## config.mk

```make
export PLATFORM = sky130hd
export DESIGN_NAME = load_read_unit_flat
export DESIGN_NICKNAME = d
export VERILOG_FILES = /design/src/rtl/load_read_if.sv /design/src/rtl/load_read_unit.sv /design/src/flat_wrapper.sv
export SDC_FILE = /design/constraint.sdc
export NUM_CORES = 1
export LEC_CHECK = 0
export ABC_AREA = 0
export CAP_MARGIN = 30
export CELL_PAD_IN_SITES_DETAIL_PLACEMENT = 0
export CELL_PAD_IN_SITES_GLOBAL_PLACEMENT = 1
export CORE_UTILIZATION = 29
export CTS_CLUSTER_DIAMETER = 120
export CTS_CLUSTER_SIZE = 24
export DETAILED_ROUTE_END_ITERATION = 10
export GPL_TIMING_DRIVEN = 0
export PLACE_DENSITY = 0.72
export SLEW_MARGIN = 20
export SYNTH_ARGS = -nofsm -noshare
export SYNTH_HDL_FRONTEND = slang
export SYNTH_SLANG_ARGS = --single-unit
export TNS_END_PERCENT = 10
```

## constraint.sdc

```tcl
create_clock -name clk -period 1.7 [get_ports clk]
set_input_delay 0.425 -clock clk [delete_from_list [all_inputs] [get_ports clk]]
set_output_delay 0.425 -clock clk [all_outputs]
set_load 0.05 [all_outputs]
```

## src/rtl/load_read_if.sv

```systemverilog
// Load request, data-memory read port and write-back handshake of load_read_unit.
// Optional BYTE_LOAD_EN adds the req_byte/req_signed request qualifiers.
interface load_read_if #(
    parameter int unsigned ADDR_W     = 16,
    parameter int unsigned DATA_W     = 16,
    parameter int unsigned REG_ADDR_W = 6
);
    logic                  req_valid;
    logic                  req_ready;
    logic [ADDR_W-1:0]     req_addr;
    logic [REG_ADDR_W-1:0] req_dest;
`ifdef BYTE_LOAD_EN
    logic                  req_byte;
    logic                  req_signed;
`endif
    logic                  mem_read_en;
    logic [ADDR_W-1:0]     mem_addr;
    logic [DATA_W-1:0]     mem_read_data;
    logic                  wb_valid;
    logic                  wb_ready;
    logic [DATA_W-1:0]     wb_data;
    logic [REG_ADDR_W-1:0] wb_dest;
    logic                  reg_write;

    // Load unit side.
    modport slave (
`ifdef BYTE_LOAD_EN
        input  req_byte, req_signed,
`endif
        input  req_valid, req_addr, req_dest, mem_read_data, wb_ready,
        output req_ready, mem_read_en, mem_addr, wb_valid, wb_data, wb_dest, reg_write
    );

    // Requester / memory / write-back side.
    modport master (
`ifdef BYTE_LOAD_EN
        output req_byte, req_signed,
`endif
        output req_valid, req_addr, req_dest, mem_read_data, wb_ready,
        input  req_ready, mem_read_en, mem_addr, wb_valid, wb_data, wb_dest, reg_write
    );
endinterface

```

## src/rtl/load_read_unit.sv

```systemverilog
// Single-outstanding load unit: issues a data-memory read, waits READ_LATENCY cycles,
// returns the word to write-back. BYTE_LOAD_EN enables byte loads with sign/zero extension.
module load_read_unit #(
    parameter int unsigned ADDR_W       = 16,
    parameter int unsigned DATA_W       = 16,
    parameter int unsigned REG_ADDR_W   = 6,
    parameter int unsigned READ_LATENCY = 2
) (
    input  logic        clk,
    input  logic        rst_n,
    load_read_if.slave  bus,
    output logic        busy
);
    localparam int unsigned CNT_W  = 4;
    localparam int unsigned BYTE_W = 8;

    if (READ_LATENCY < 1 || READ_LATENCY > 15) begin : g_bad_latency
        $error("load_read_unit: READ_LATENCY must be within 1..15");
    end

    typedef enum logic [1:0] {IDLE, ISSUE, WAIT, RESP} state_t;

    state_t                state_q, state_d;
    logic [CNT_W-1:0]      cnt_q, cnt_d;
    logic [ADDR_W-1:0]     mem_addr_q, mem_addr_d;
    logic [REG_ADDR_W-1:0] wb_dest_q, wb_dest_d;
    logic [DATA_W-1:0]     wb_data_q, wb_data_d;
    logic                  req_ready_q, req_ready_d;
    logic                  mem_read_en_q, mem_read_en_d;
    logic                  wb_valid_q, wb_valid_d;
    logic                  busy_q, busy_d;
    logic                  reg_write_c;
    logic [DATA_W-1:0]     load_data;

`ifdef BYTE_LOAD_EN
    logic              byte_q, byte_d;
    logic              signed_q, signed_d;
    logic              lane_q, lane_d;
    logic [BYTE_W-1:0] sel_byte;

    // Lane select and extension of the returned word for byte loads.
    always_comb begin
        sel_byte  = lane_q ? bus.mem_read_data[2*BYTE_W-1:BYTE_W] : bus.mem_read_data[BYTE_W-1:0];
        load_data = bus.mem_read_data;
        if (byte_q) begin
            load_data = signed_q ? {{(DATA_W-BYTE_W){sel_byte[BYTE_W-1]}}, sel_byte}
                                 : {{(DATA_W-BYTE_W){1'b0}}, sel_byte};
        end
    end
`else
    assign load_data = bus.mem_read_data;
`endif

    // Next-state and registered-output logic.
    always_comb begin
        state_d     = state_q;
        cnt_d       = cnt_q;
        mem_addr_d  = mem_addr_q;
        wb_dest_d   = wb_dest_q;
        wb_data_d   = wb_data_q;
        reg_write_c = 1'b0;
`ifdef BYTE_LOAD_EN
        byte_d      = byte_q;
        signed_d    = signed_q;
        lane_d      = lane_q;
`endif
        case (state_q)
            IDLE: begin
                if (bus.req_valid) begin
`ifdef BYTE_LOAD_EN
                    mem_addr_d = ADDR_W'(bus.req_addr >> 1);
                    lane_d     = bus.req_addr[0];
                    byte_d     = bus.req_byte;
                    signed_d   = bus.req_signed;
`else
                    mem_addr_d = bus.req_addr;
`endif
                    wb_dest_d  = bus.req_dest;
                    state_d    = ISSUE;
                end
            end
            ISSUE: begin
                cnt_d   = CNT_W'(READ_LATENCY);
                state_d = WAIT;
            end
            WAIT: begin
                // Counter hits zero on the capture edge, READ_LATENCY edges after ISSUE.
                cnt_d = cnt_q - CNT_W'(1);
                if (cnt_q == CNT_W'(1)) begin
                    wb_data_d = load_data;
                    state_d   = RESP;
                end
            end
            RESP: begin
                if (bus.wb_ready) begin
                    reg_write_c = 1'b1;
                    state_d     = IDLE;
                end
            end
            default: state_d = IDLE;
        endcase

        req_ready_d   = (state_d == IDLE);
        mem_read_en_d = (state_d == ISSUE);
        wb_valid_d    = (state_d == RESP);
        busy_d        = (state_d != IDLE);
    end

    // State and output registers.
    always_ff @(posedge clk or negedge rst_n) begin
        if (!rst_n) begin
            state_q       <= IDLE;
            cnt_q         <= '0;
            mem_addr_q    <= '0;
            wb_dest_q     <= '0;
            wb_data_q     <= '0;
            req_ready_q   <= 1'b1;
            mem_read_en_q <= 1'b0;
            wb_valid_q    <= 1'b0;
            busy_q        <= 1'b0;
`ifdef BYTE_LOAD_EN
            byte_q        <= 1'b0;
            signed_q      <= 1'b0;
            lane_q        <= 1'b0;
`endif
        end else begin
            state_q       <= state_d;
            cnt_q         <= cnt_d;
            mem_addr_q    <= mem_addr_d;
            wb_dest_q     <= wb_dest_d;
            wb_data_q     <= wb_data_d;
            req_ready_q   <= req_ready_d;
            mem_read_en_q <= mem_read_en_d;
            wb_valid_q    <= wb_valid_d;
            busy_q        <= busy_d;
`ifdef BYTE_LOAD_EN
            byte_q        <= byte_d;
            signed_q      <= signed_d;
            lane_q        <= lane_d;
`endif
        end
    end

    assign bus.req_ready   = req_ready_q;
    assign bus.mem_read_en = mem_read_en_q;
    assign bus.mem_addr    = mem_addr_q;
    assign bus.wb_valid    = wb_valid_q;
    assign bus.wb_data     = wb_data_q;
    assign bus.wb_dest     = wb_dest_q;
    // Write enable is the handshake itself, so it cannot outlive the RESP cycle.
    assign bus.reg_write   = reg_write_c;
    assign busy            = busy_q;
endmodule
```

## src/flat_wrapper.sv

```systemverilog
// flat-port wrapper written by rule: the top's interface ports become plain ports
module load_read_unit_flat 
#(
    parameter int unsigned ADDR_W       = 16,
    parameter int unsigned DATA_W       = 16,
    parameter int unsigned REG_ADDR_W   = 6,
    parameter int unsigned READ_LATENCY = 2
)
  (clk, rst_n, busy, bus_req_valid, bus_req_addr, bus_req_dest, bus_mem_read_data, bus_wb_ready, bus_req_ready, bus_mem_read_en, bus_mem_addr, bus_wb_valid, bus_wb_data, bus_wb_dest, bus_reg_write);
  load_read_if #(.ADDR_W(ADDR_W), .DATA_W(DATA_W), .REG_ADDR_W(REG_ADDR_W)) bus_i ();
  input  logic clk;
  input  logic rst_n;
  output logic busy;
  input wire logic [$bits(bus_i.req_valid)-1:0] bus_req_valid;
  input wire logic [$bits(bus_i.req_addr)-1:0] bus_req_addr;
  input wire logic [$bits(bus_i.req_dest)-1:0] bus_req_dest;
  input wire logic [$bits(bus_i.mem_read_data)-1:0] bus_mem_read_data;
  input wire logic [$bits(bus_i.wb_ready)-1:0] bus_wb_ready;
  output wire logic [$bits(bus_i.req_ready)-1:0] bus_req_ready;
  output wire logic [$bits(bus_i.mem_read_en)-1:0] bus_mem_read_en;
  output wire logic [$bits(bus_i.mem_addr)-1:0] bus_mem_addr;
  output wire logic [$bits(bus_i.wb_valid)-1:0] bus_wb_valid;
  output wire logic [$bits(bus_i.wb_data)-1:0] bus_wb_data;
  output wire logic [$bits(bus_i.wb_dest)-1:0] bus_wb_dest;
  output wire logic [$bits(bus_i.reg_write)-1:0] bus_reg_write;
  assign bus_i.req_valid = bus_req_valid;
  assign bus_i.req_addr = bus_req_addr;
  assign bus_i.req_dest = bus_req_dest;
  assign bus_i.mem_read_data = bus_mem_read_data;
  assign bus_i.wb_ready = bus_wb_ready;
  assign bus_req_ready = bus_i.req_ready;
  assign bus_mem_read_en = bus_i.mem_read_en;
  assign bus_mem_addr = bus_i.mem_addr;
  assign bus_wb_valid = bus_i.wb_valid;
  assign bus_wb_data = bus_i.wb_data;
  assign bus_wb_dest = bus_i.wb_dest;
  assign bus_reg_write = bus_i.reg_write;
  load_read_unit #(.ADDR_W(ADDR_W), .DATA_W(DATA_W), .REG_ADDR_W(REG_ADDR_W), .READ_LATENCY(READ_LATENCY)) u_core (.clk(clk), .rst_n(rst_n), .bus(bus_i), .busy(busy));
endmodule
```

== After elaboration in Yosys (flattened, before gate mapping) ==
Index checks and enable logic that the tools add are counted.

* Add/sub/neg operators: 1
* Eq/ne operators: 6
* Muxes and demuxes: 7
* Reductions and logical operators: 6

{| class="wikitable"
|+ Operators by type and width
! kind !! number
|-
| 2-bit one-hot mux with 4 select lines || 1
|-
| 4-bit one-hot mux with 2 select lines || 1
|-
| 2-bit equality test (second input constant) || 3
|-
| 2-bit two-way mux || 3
|-
| 2-bit by 1-bit equality test with 1-bit output (second input constant) || 2
|-
| 4-bit by 1-bit equality test with 1-bit output (second input constant) || 1
|-
| 2-bit zero test || 2
|-
| 2-bit AND reduction || 2
|-
| 2-bit nonzero test || 2
|-
| 4-bit by 1-bit subtractor with 4-bit output (second input constant) || 1
|-
| 1-bit two-way mux || 2
|}

* Flip-flop bits (word level): 48
* Input port bits: 42
* Output and inout bits: 43

== Logic depth before layout (Yosys ltp) ==
Gate-level depths: netlist of run 1.

* Word-level depth: 4
* Depth in mapped cells: 7
* Mapped depth without buffers: 5

== Worst setup path after synthesis of run 1 ==
Ideal clock, no wire load.

* Path kind: reg-to-reg
* Start point: reg u_core.state_q[0]
* End point: reg u_core.wb_data_q[10], in the netlist u_core.bus.wb_data[10]
* Library setup time: 0.125 ns
* Data arrival time: 1.559 ns
* Data required time: 1.575 ns
* Setup slack: 0.017 ns
* Cell stages (with the launch flop): 7
* Buffers on the path: 2
* Clock period less this slack: 1.683 ns
* Cell sequence: dfrtp_1 > inv_1 > ha_1 > and4bb_1 > buf_6 > buf_6 > mux2_2

* Word-level cells in the longest chain between the ends: 2

{| class="wikitable"
|+ RTL lines
! what !! line !! source
|-
| start, declared || load_read_unit.sv:23 || <nowiki>state_t state_q, state_d;</nowiki>
|-
| start signal, assigned || load_read_unit.sv:127 || <nowiki>state_q <= state_d;</nowiki>
|-
| 2-bit equality test || load_read_unit.sv:67 || <nowiki>case (state_q)</nowiki>
|-
| 2-bit AND reduction (no source line) || -- ||
|-
| end signal, assigned || load_read_unit.sv:131 || <nowiki>wb_data_q <= wb_data_d;</nowiki>
|-
| end, declared || load_read_unit.sv:27 || <nowiki>logic [DATA_W-1:0] wb_data_q, wb_data_d;</nowiki>
|}

Every way passes these cells.
A chain may end at the register's enable or synchronous reset.

== Worst setup path in the final report of run 1 ==
* Start point: reg u_core.state_q[1]
* End point: out bus_reg_write

* Word-level cells in the longest chain between the ends: 2

{| class="wikitable"
|+ RTL lines
! what !! line !! source
|-
| 2-bit equality test || load_read_unit.sv:67 ||
|-
| 1-bit two-way mux || load_read_unit.sv:67 ||
|-
| end, declared || flat_wrapper.sv:25 || <nowiki>output wire logic [$bits(bus_i.reg_write)-1:0] bus_reg_write;</nowiki>
|}

Every way passes these cells.

==> metrics.md, run 1 <==
| Metric | Value |
|---|---|
| Die ar. | `7053 µm²` |
| Layout cells sized above 1 | `0.3074` |
| Vias in the first global route | `1367` |
| Post-synthesis cell type count | `26` |
| Seq cells post-synth | `48` |
| Final Non-Filler Cells | `308` |
| Outcome | `finished, violations left` |
| CP Launch Type | `flop` |
| CTS max path bufs | `2` |
| Total track usage | `0.1340` |
| Gr ovfl total | `0` |
| First-pass GRT wire length | `7.258 mm` |
| Clock Skews | `8.053 ps` |
| Detail Placement HPWL | `2.939 mm` |
| Final setup viols | `11` |
| Crit path DAT | `1300 ps` |
| Required @ worst endpoint | `1270 ps` |
| Die W | `83.99 µm` |
| GRT met1 Usage | `0.1876` |
| Met2 Use GR | `0.1952` |
| Detailed Route Iter0 Violations | `51` |
| Post-synthesis adder-cell area fraction | `0.03851` |
| Post-Syn Instances | `131` |
| Dpl cells | `292` |
| Synth Area in Compound Gates | `0.05199` |
| Failing checks | `design-rule violations, negative setup slack` |
| Clk root buf | `clkbuf_8` |
| Power per cell area | `2195 nW/µm²` |
| Via density | `4.529` |
| Via count | `1395` |
| Setup TNS | `-96.51 ps` |
| CTS tree | `yes` |
| Multiplexer area fraction after synthesis | `0.2246` |
| CTS sink cnt | `48` |
| Placed Area | `2884 µm²` |
| DRT Pass-1 Iters | `8` |
| Slew @ Worst Pin | `614.9 ps` |
| Layout fillers | `617` |
| Initial Util | `0.3035` |
| Routed Antenna Nets | `0` |
| Ant. Diodes | `0` |
| DR WL/cell | `14.12 µm` |
| Post-Route WL | `4.349 mm` |
| Maximum clock rate | `579.5 MHz` |
| Post-synthesis xor/xnor area fraction | `0` |
| HP Class | `in -> async` |
| Simple-gate share of the synthesized area | `0.03979` |
| Clock slew at reported path FFs | `80 ps` |
| Final design area excluding fillers | `3115 µm²` |
| Slew Viols, Final | `0` |
| Relative slew slack | `0.5901` |
| Routability cong. | `0.6858` |
| Htree depth | `2` |
| Crit path max fanout | `5` |
| Ports | `85` |
| Final Hold Viols | `0` |
| Unrepaired setup endpoints after global routing | `true` |
| Setup crit end kind | `primary output` |
| Max_cap viols | `0` |
| Core area | `6422 µm²` |
| Drt drc | `13` |
| Met3 Track Usage GR | `0.03561` |
| Period utilization | `1.015` |
| Sequential cell area | `1205 µm²` |
| Final Total Pwr | `6.840 mW` |
| Period minus WS final | `1726 ps` |
| Final Net Count | `278` |
| Mapped cell area | `1949 µm²` |
| Syn Nets | `179` |
| Grt peak-use layer | `met2` |
| Register area share after synthesis | `0.6168` |
| YS warnings | `0` |
| Setup CP Type | `reg -> out` |
| Number of I/O port buffers | `84` |
| Clock latency on the worst-skew pair | `300 ps` |
| Cell Rows | `29` |
| Area of the multi-input gates | `773.2 µm²` |
| Maximum vdd drop | `0.9305 mV` |
| Leakage power | `1.406 nW` |
| Syn_area_per_cell | `14.88 µm²` |
| Largest net degree at the start of global routing | `49` |
| Die Ht | `83.99 µm` |
| Num CTS Buffers | `5` |
| Initial antenna violation count | `0` |
| Largest family of logic cells by synthesized area | `multiplexers` |
| Synth-to-layout area growth | `59.82%` |
| Worst setup margin | `-25.58 ps` |
-- cells in the mapped netlist --
| library cell | number | share of area |
|---|---|---|
| dfrtp_1 | 47 | 0.60 |
| mux2_2 | 38 | 0.22 |
| ha_1 | 6 | 0.039 |
| inv_1 | 6 | 0.012 |
| nor2_1 | 4 | 0.0077 |
| a21oi_1 | 3 | 0.0077 |
| a31oi_1 | 2 | 0.0064 |
| buf_2 | 2 | 0.0051 |
| buf_6 | 2 | 0.012 |
| nand2_1 | 2 | 0.0039 |
| nand2b_1 | 2 | 0.0064 |
| nor2b_1 | 2 | 0.0064 |
| o21ai_0 | 2 | 0.0051 |
| a221oi_2 | 1 | 0.0077 |
| a22o_1 | 1 | 0.0045 |
| a22oi_1 | 1 | 0.0039 |
| and2_1 | 1 | 0.0032 |
| and4bb_1 | 1 | 0.0064 |
| dfstp_2 | 1 | 0.013 |
| mux2i_1 | 1 | 0.0051 |
| nor3_1 | 1 | 0.0026 |
| o21ba_2 | 1 | 0.0051 |
| o22ai_1 | 1 | 0.0032 |
| o2bb2ai_1 | 1 | 0.0045 |
| o31ai_1 | 1 | 0.0039 |
| or3_1 | 1 | 0.0032 |
-- cells in the final DEF, fill, tap and decap left out, types with 2 or more instances in the layout --
cell	count
buf_8	2
nand2b_1	2
dfrtp_2	2
nand2_1	2
nor2_1	3
dfrtp_1	45
a21oi_1	3
buf_4	4
a31oi_1	2
clkbuf_4	2
clkbuf_8	5
ha_1	5
clkdlybuf4s50_1	40
nor2b_1	2
mux2_4	10
buf_6	5
dlygate4sd2_1	41
inv_1	5
mux2_2	28
clkbuf_1	2
-- worst paths after layout --
| kind | slack [ps] | from | cells after the start | end |
|---|---|---|---|---|
| max in group asynchronous | 1140 | rst_n | 1 | u_core.state_q[1] |
| min in group clk | 500 | u_core.bus.mem_addr[12] | 1 | u_core.bus.mem_addr[12] |
| max | -30 | u_core.state_q[1] | 3 | bus_reg_write |
| min reg2reg | 500 | u_core.bus.mem_addr[12] | 1 | u_core.bus.mem_addr[12] |
| min | 130 | rst_n | 1 | u_core.bus.wb_data[3] |
| max reg2reg | -10 | u_core.state_q[0] | 7 | u_core.bus.wb_data[2] |
-- layer usage --
metal	wire length [µm]	vias up
met4	84	0
met1	2036	678
met3	272	8
li1	-	656
met5	0	-
met2	1956	53
-- worst max-delay path: stages, from the launching register on --
cell	delay (ps)
dfrtp_2	460
ha_1	200
and2_1	150
buf_2	200
-- layout make-up --
class | count | area share
timing repair buffer | 93 | 0.2815
sequential | 48 | 0.3867
multi-input combinational | 73 | 0.2482
clock buffer | 7 | 0.02450
inverter | 6 | 0.008835
clock inverter | 1 | 0.009639
buffer | 3 | 0.009639
tap | 77 | 0.03092
-- metrics by stage --
stage | hold WS, ps | util | setup slack (ps)
detailed placement | 491.7 | 0.4491 | -539.0
global placement | 483.4 | 0.4494 | -1341
floorplan | 129.4 | - | 16.54
global route | 187.6 | 0.4851 | -77.78
CTS | 159.6 | 0.4796 | -191.6
finish | 133.2 | 0.4851 | -25.58
-- what timing repair did --
| action | CTS | global route |
|---|---|---|
| gates cloned | 0 | 0 |
| endpoints found under the setup margin | 63 | 43 |
| hold buffers | 0 | 0 |
| setup buffers | 7 | 2 |
| pin swaps | 1 | 4 |
| gates resized for setup | 72 | 13 |
-- sequential cells by signal, summed over array words and instances (netlist names), 2 cells and up --
name and count:
u_core.bus.mem_addr 16, u_core.bus.wb_data 16, u_core.bus.wb_dest 6, u_core.cnt_q 4
u_core.state_q 2
-- report_power, final --
| group | switching [mW] | internal, mW |
|---|---|---|
| sequential | 0.271 | 1.72 |
| clock | 0.362 | 0.440 |
| combinational | 2.65 | 1.40 |
-- logic make-up (layout without fill, tap and decap cells) --
kind of cell    after synthesis  count (layout)
flops                        48              48
mux                          39              39
compound gates               14              14
simple gates                 14              14
buf+inv                      10             110
fa+ha+maj                     6               6
(Power assumes the default switching activity.)
==> run 2, diff against run 1 <==
CTS_BUF_LIST = sky130_fd_sc_hd__clkbuf_16   (was not set)
MAX_ROUTING_LAYER = met4   (was not set)
==> run 2 against run 1 <==
The run ends with design-rule violations left. Critical path depth unchanged. Via count down 2.5%. Highest routed layer unchanged. Cell area down 1.9%. Utilization down 0.94 points. Final cell count down 1.6%. Die area unchanged. Clock power up 33%. Maximum frequency up 2.6%. Largest cell class unchanged.
==> metrics.md, run 2 (same netlist as run 1, synthesis figures left out) <==
| Metric | Value |
|---|---|
| Clock share of power | `0.156` |
| CTS tree | `yes` |
| Met3 Track Usage GR | `0.03660` |
| CTS max path bufs | `2` |
| Final Net Count | `273` |
| Detail Placement HPWL | `2.939 mm` |
| Most frequent cells in the layout | `dfrtp_1, dlygate4sd2_1, clkdlybuf4s50_1` |
| Slew @ Worst Pin | `606.5 ps` |
| Relative slew slack | `0.5957` |
| Total track usage | `0.1331` |
| Via density | `4.488` |
| Period utilization | `0.9892` |
| Cell Rows | `29` |
| Number of I/O port buffers | `84` |
| Setup crit end kind | `primary output` |
| Register share of total power | `0.290` |
| Via count | `1360` |
| CTS sink cnt | `48` |
| Placed Area | `2884 µm²` |
| Slew Viols, Final | `0` |
| Crit path max fanout | `5` |
| Routability cong. | `0.6930` |
| Worst setup margin | `18.38 ps` |
| Gr ovfl total | `0` |
| Switch share | `0.4685` |
| HP Class | `in -> async` |
| GRT met1 Usage | `0.1793` |
| Routed Antenna Nets | `0` |
| Hold-fix buffers, CTS | `0` |
| DR WL/cell | `13.61 µm` |
| Period minus WS final | `1682 ps` |
| Num CTS Buffers | `5` |
| Drt drc | `13` |
| Reg2reg path depth | `6` |
| Layout fillers | `612` |
| Leakage power | `1.379 nW` |
| Synth-to-layout area growth | `56.74%` |
| Htree depth | `2` |
| CP Launch Point | `u_core.state_q[0]` |
| Vias in the first global route | `1349` |
| Die W | `83.99 µm` |
| Maximum vdd drop | `0.7786 mV` |
| Final design area excluding fillers | `3055 µm²` |
| Detailed Route Iter0 Violations | `61` |
| Ports | `85` |
| Grt peak-use layer | `met2` |
| Clk root buf | `clkbuf_16` |
| Final Hold Viols | `0` |
| Unrepaired setup endpoints after global routing | `true` |
| Clock slew at reported path FFs | `60 ps` |
| Setup TNS | `0 ps` |
| Met2 Use GR | `0.1855` |
| Layout cells sized above 1 | `0.2699` |
| DRT Pass-1 Iters | `9` |
| Max_cap viols | `0` |
| Sw power | `3.229 mW` |
| Dpl cells | `292` |
| Die Ht | `83.99 µm` |
| Core area | `6422 µm²` |
| Setup CP Type | `reg -> out` |
| Clock latency on the worst-skew pair | `280 ps` |
| Outcome | `finished, violations left` |
| CP Launch Type | `flop` |
| Initial Util | `0.3035` |
| Maximum clock rate | `594.7 MHz` |
| Power per cell area | `2256 nW/µm²` |
| Power share of the combinational group | `0.554` |
| Largest net degree at the start of global routing | `49` |
| Required @ worst endpoint | `1270 ps` |
| RR Startpoint | `u_core.state_q[0]` |
| Die ar. | `7053 µm²` |
| Clock Skews | `5.295 ps` |
| First-pass GRT wire length | `6.996 mm` |
| Crit path DAT | `1260 ps` |
| Critical path endpoint | `bus_reg_write` |
| Post-Route WL | `4.125 mm` |
| Ant. Diodes | `0` |
| Final setup viols | `0` |
| Final Non-Filler Cells | `303` |
| Setup slack, reg-to-reg | `70 ps` |
| Pre-CTS WS | `-539.0 ps` |
| WHS | `142.4 ps` |
| Failing checks | `design-rule violations` |
| RR Endpoint | `u_core.bus.wb_data[6]` |
| Initial antenna violation count | `0` |
| Commonest non-fill, non-tap cell in the layout | `dfrtp_1` |
| Internal power | `3.663 mW` |
## run 2: cell count changes in the layout (fill, tap and decap cells not counted), sizes merged
cell | before | now
inv | 6 | 8
buf | 12 | 7
clkbuf | 9 | 7
## run 2: layout make-up
cell class / count / area (µm²) / area share
well taps: 77 / 96.34 / 0.03153
clock buffers: 5 / 125.1 / 0.04095
flip-flops and latches: 48 / 1205 / 0.3944
inverters: 6 / 25.02 / 0.008190
repair buffers: 87 / 812.0 / 0.2658
clock inverters: 3 / 37.54 / 0.01229
plain buffers: 4 / 46.29 / 0.01515
multi-input cells: 73 / 708.2 / 0.2318
## run 2: worst max-delay path: stages, from the launching register on
cell,delay (ps)
dfrtp_2,450
ha_1,220
and2_1,160
buf_6,150
## run 2: power by group through the flow
stage          combinational [mW]  sequential (mW)  clock, mW
6_report                     3.82             2.00       1.07
5_1_grt                      4.03             2.07       1.17
4_1_cts                      3.82             2.00       1.12
3_5_place_dp                 4.14             2.02          0
3_3_place_gp                 4.12             2.00          0
2_1_floorplan               0.997             3.79          0
## run 2: what timing repair did
action	in CTS	in global routing
cloned	0	0
endpoints found under the setup margin	63	37
pin swaps	0	1
resized for setup	52	11
buffers inserted	2	1
## run 2: how the worst min path moves through the flow
stage               cells after the start                     end            start  slack, ps
floorplan                               0  u_core.bus.mem_addr[0]            rst_n        130
global placement                        1         u_core.cnt_q[3]  u_core.cnt_q[3]        480
detailed placement                      1       u_core.state_q[0]            rst_n        490
CTS                                     1   u_core.bus.wb_data[6]            rst_n        190
global route                            1             u_core.busy            rst_n        210
finish                                  1       u_core.state_q[0]            rst_n        140
## run 2: metal layers
layer | part of all wire | vias up
met4 | 0.020 | 0
met2 | 0.45 | 52
met5 | 0 | -
met1 | 0.47 | 651
li1 | - | 649
met3 | 0.063 | 8
## run 2: metrics by stage
step | utilization | total power [mW]
after floorplan | - | 4.785
after global placement | 0.4494 | 6.120
after detailed placement | 0.4491 | 6.156
after CTS | 0.4718 | 6.932
after global routing | 0.4757 | 7.268
final | 0.4757 | 6.892
==> run 3, diff against run 2 <==
==> constraint.sdc (replaced) <==
create_clock -name clk -period 1.7 [get_ports clk]
set_input_delay 0.255 -clock clk [delete_from_list [all_inputs] [get_ports clk]]
set_output_delay 0.255 -clock clk [all_outputs]
set_load 0.05 [all_outputs]
==> run 3 against run 2 <==
The run ends with design-rule violations, negative hold slack left. Power up 2.6%. Sequential share of layout area fell by 1.1 points. Largest power group unchanged. Wire length increased by 0.51%. Critical path type unchanged. Global-route usage about the same. Maximum frequency grew 0.29%. Worst setup slack better by 4.9 ps. Sequential power is essentially flat.
==> metrics.md, run 3 (same netlist as run 1, synthesis figures left out) <==
| Metric | Value |
|---|---|
| Outcome | `finished, violations left` |
| Failing checks | `design-rule violations, negative hold slack` |
| Layout fillers | `601` |
| Final Hold Viols | `36` |
| Dpl cells | `292` |
| Period utilization | `0.9863` |
| Required @ worst endpoint | `1440 ps` |
| Crit path DAT | `1420 ps` |
| Number of I/O port buffers | `84` |
| Maximum vdd drop | `0.7992 mV` |
| WP buf/inv | `1` |
| Setup slack, reg-to-reg | `70 ps` |
| First-pass GRT wire length | `6.982 mm` |
| Core area | `6422 µm²` |
| Power per cell area | `2250 nW/µm²` |
| Maximum clock rate | `596.4 MHz` |
| Most frequent cells in the layout | `dfrtp_1, clkdlybuf4s50_1, mux2_2` |
| Ant. Diodes | `0` |
| Clock latency on the worst-skew pair | `280 ps` |
| Via density | `4.485` |
| Detail Placement HPWL | `2.939 mm` |
| Initial Util | `0.3035` |
| Routability cong. | `0.6930` |
| Detailed Route Iter0 Violations | `63` |
| Num CTS Buffers | `5` |
| Layout cells sized above 1 | `0.2655` |
| Vias in the first global route | `1343` |
| CP max stage cell | `dfrtp_2` |
| CP Launch Type | `flop` |
| Ports | `85` |
| Relative slew slack | `0.5930` |
| Largest net degree at the start of global routing | `49` |
| Crit-path cells | `ha_1 -> and2_1 -> clkdlybuf4s15_2` |
| Die ar. | `7053 µm²` |
| Die W | `83.99 µm` |
| Die Ht | `83.99 µm` |
| Post-Route WL | `4.146 mm` |
| Final Total Pwr | `7.073 mW` |
| Routed Antenna Nets | `0` |
| WHS | `-26.18 ps` |
| Setup CP Type | `reg -> out` |
| DRT Pass-1 Iters | `9` |
| Final setup viols | `0` |
| Slew @ Worst Pin | `610.5 ps` |
| Cell Rows | `29` |
| Final Non-Filler Cells | `303` |
| Via count | `1359` |
| Commonest non-fill, non-tap cell in the layout | `dfrtp_1` |
| HP Class | `in -> async` |
| Drt drc | `13` |
| Unrepaired setup endpoints after global routing | `true` |
| CTS tree | `yes` |
| Final Net Count | `273` |
| Clock slew at reported path FFs | `60 ps` |
| CP peak stage delay | `450 ps` |
| Gr ovfl total | `0` |
| Clk root buf | `clkbuf_16` |
| Setup TNS | `0 ps` |
| Setup crit end kind | `primary output` |
| DR WL/cell | `13.68 µm` |
| Total track usage | `0.1329` |
| Clock Skews | `5.297 ps` |
| Leakage power | `1.557 nW` |
| CTS sink cnt | `48` |
| Synth-to-layout area growth | `61.23%` |
| Max_cap viols | `0` |
| Htree depth | `2` |
| Slew Viols, Final | `0` |
| Top delay family on crit path | `flip-flops` |
| Crit path max fanout | `5` |
| Hold-fix buffers, CTS | `0` |
| Period minus WS final | `1677 ps` |
| CTS max path bufs | `2` |
| Initial antenna violation count | `0` |
| Core Util, Final | `0.4894` |
-- run 3: changes by cell type in the layout (fill, tap and decap cells not counted) --
cell | before | now
clkbuf_4 | 2 | 1
mux2_2 | 37 | 38
buf_6 | 2 | 1
dlymetal6s2s_1 | 0 | 24
mux2_4 | 1 | 0
buf_4 | 4 | 5
clkdlybuf4s50_1 | 40 | 43
dlygate4sd2_1 | 41 | 15
-- run 3: final timing paths --
path,start,endpoint,depth (start not counted)
hold reg to reg,u_core.bus.mem_addr[12],u_core.bus.mem_addr[12],1
setup reg to reg,u_core.state_q[0],u_core.bus.wb_data[6],6
setup / recovery,u_core.state_q[0],bus_reg_write,3
hold / removal,rst_n,u_core.state_q[0],1
min in group clk,u_core.bus.mem_addr[12],u_core.bus.mem_addr[12],1
max in group asynchronous,rst_n,u_core.state_q[1],1
-- run 3: cell type report --
type	instances	area, µm²	share of cell area
Clock inverter	3	37.54	0.01194
Inverter	6	25.02	0.007962
Clock buffer	5	125.1	0.03981
Timing Repair Buffer	87	903.4	0.2874
Sequential cell	48	1205	0.3834
Tap cell	77	96.34	0.03065
Buffer	4	46.29	0.01473
Multi-Input combinational cell	73	704.4	0.2241
-- run 3: where the power goes --
| group | total [mW] | internal [mW] | switching [mW] |
|---|---|---|---|
| clock network | 1.08 | 0.683 | 0.392 |
| registers | 2.00 | 1.72 | 0.272 |
| logic | 4.00 | 1.44 | 2.56 |
-- run 3: metal layers --
layer	up-vias	part of all wire	track usage
met5	-	0	-
met4	0	0.020	0.06113
met3	8	0.066	0.03660
met2	52	0.45	0.1848
met1	650	0.47	0.1793
li1	649	-	-
-- run 3: worst register-to-register path: stages, from the launching register on --
cell	delay, ps
dfrtp_2	450
inv_4	90
ha_4	170
and4bb_1	210
buf_6	130
buf_12	130
mux2_2	340
-- run 3: timing repair --
action	CTS	global route
pin swaps	0	1
endpoints found under the hold margin	0	0
buffers inserted	2	1
gates resized for setup	23	30
setup endpoints to repair	36	61
-- run 3: stage by stage --
stage	instance area [µm²]	worst slack (ps)
after floorplan	1949	16.54
after global placement	2887	-1171
after detailed placement	2884	-217.6
after CTS	3062	0.04174
after global routing	3143	-28.75
final	3143	23.29
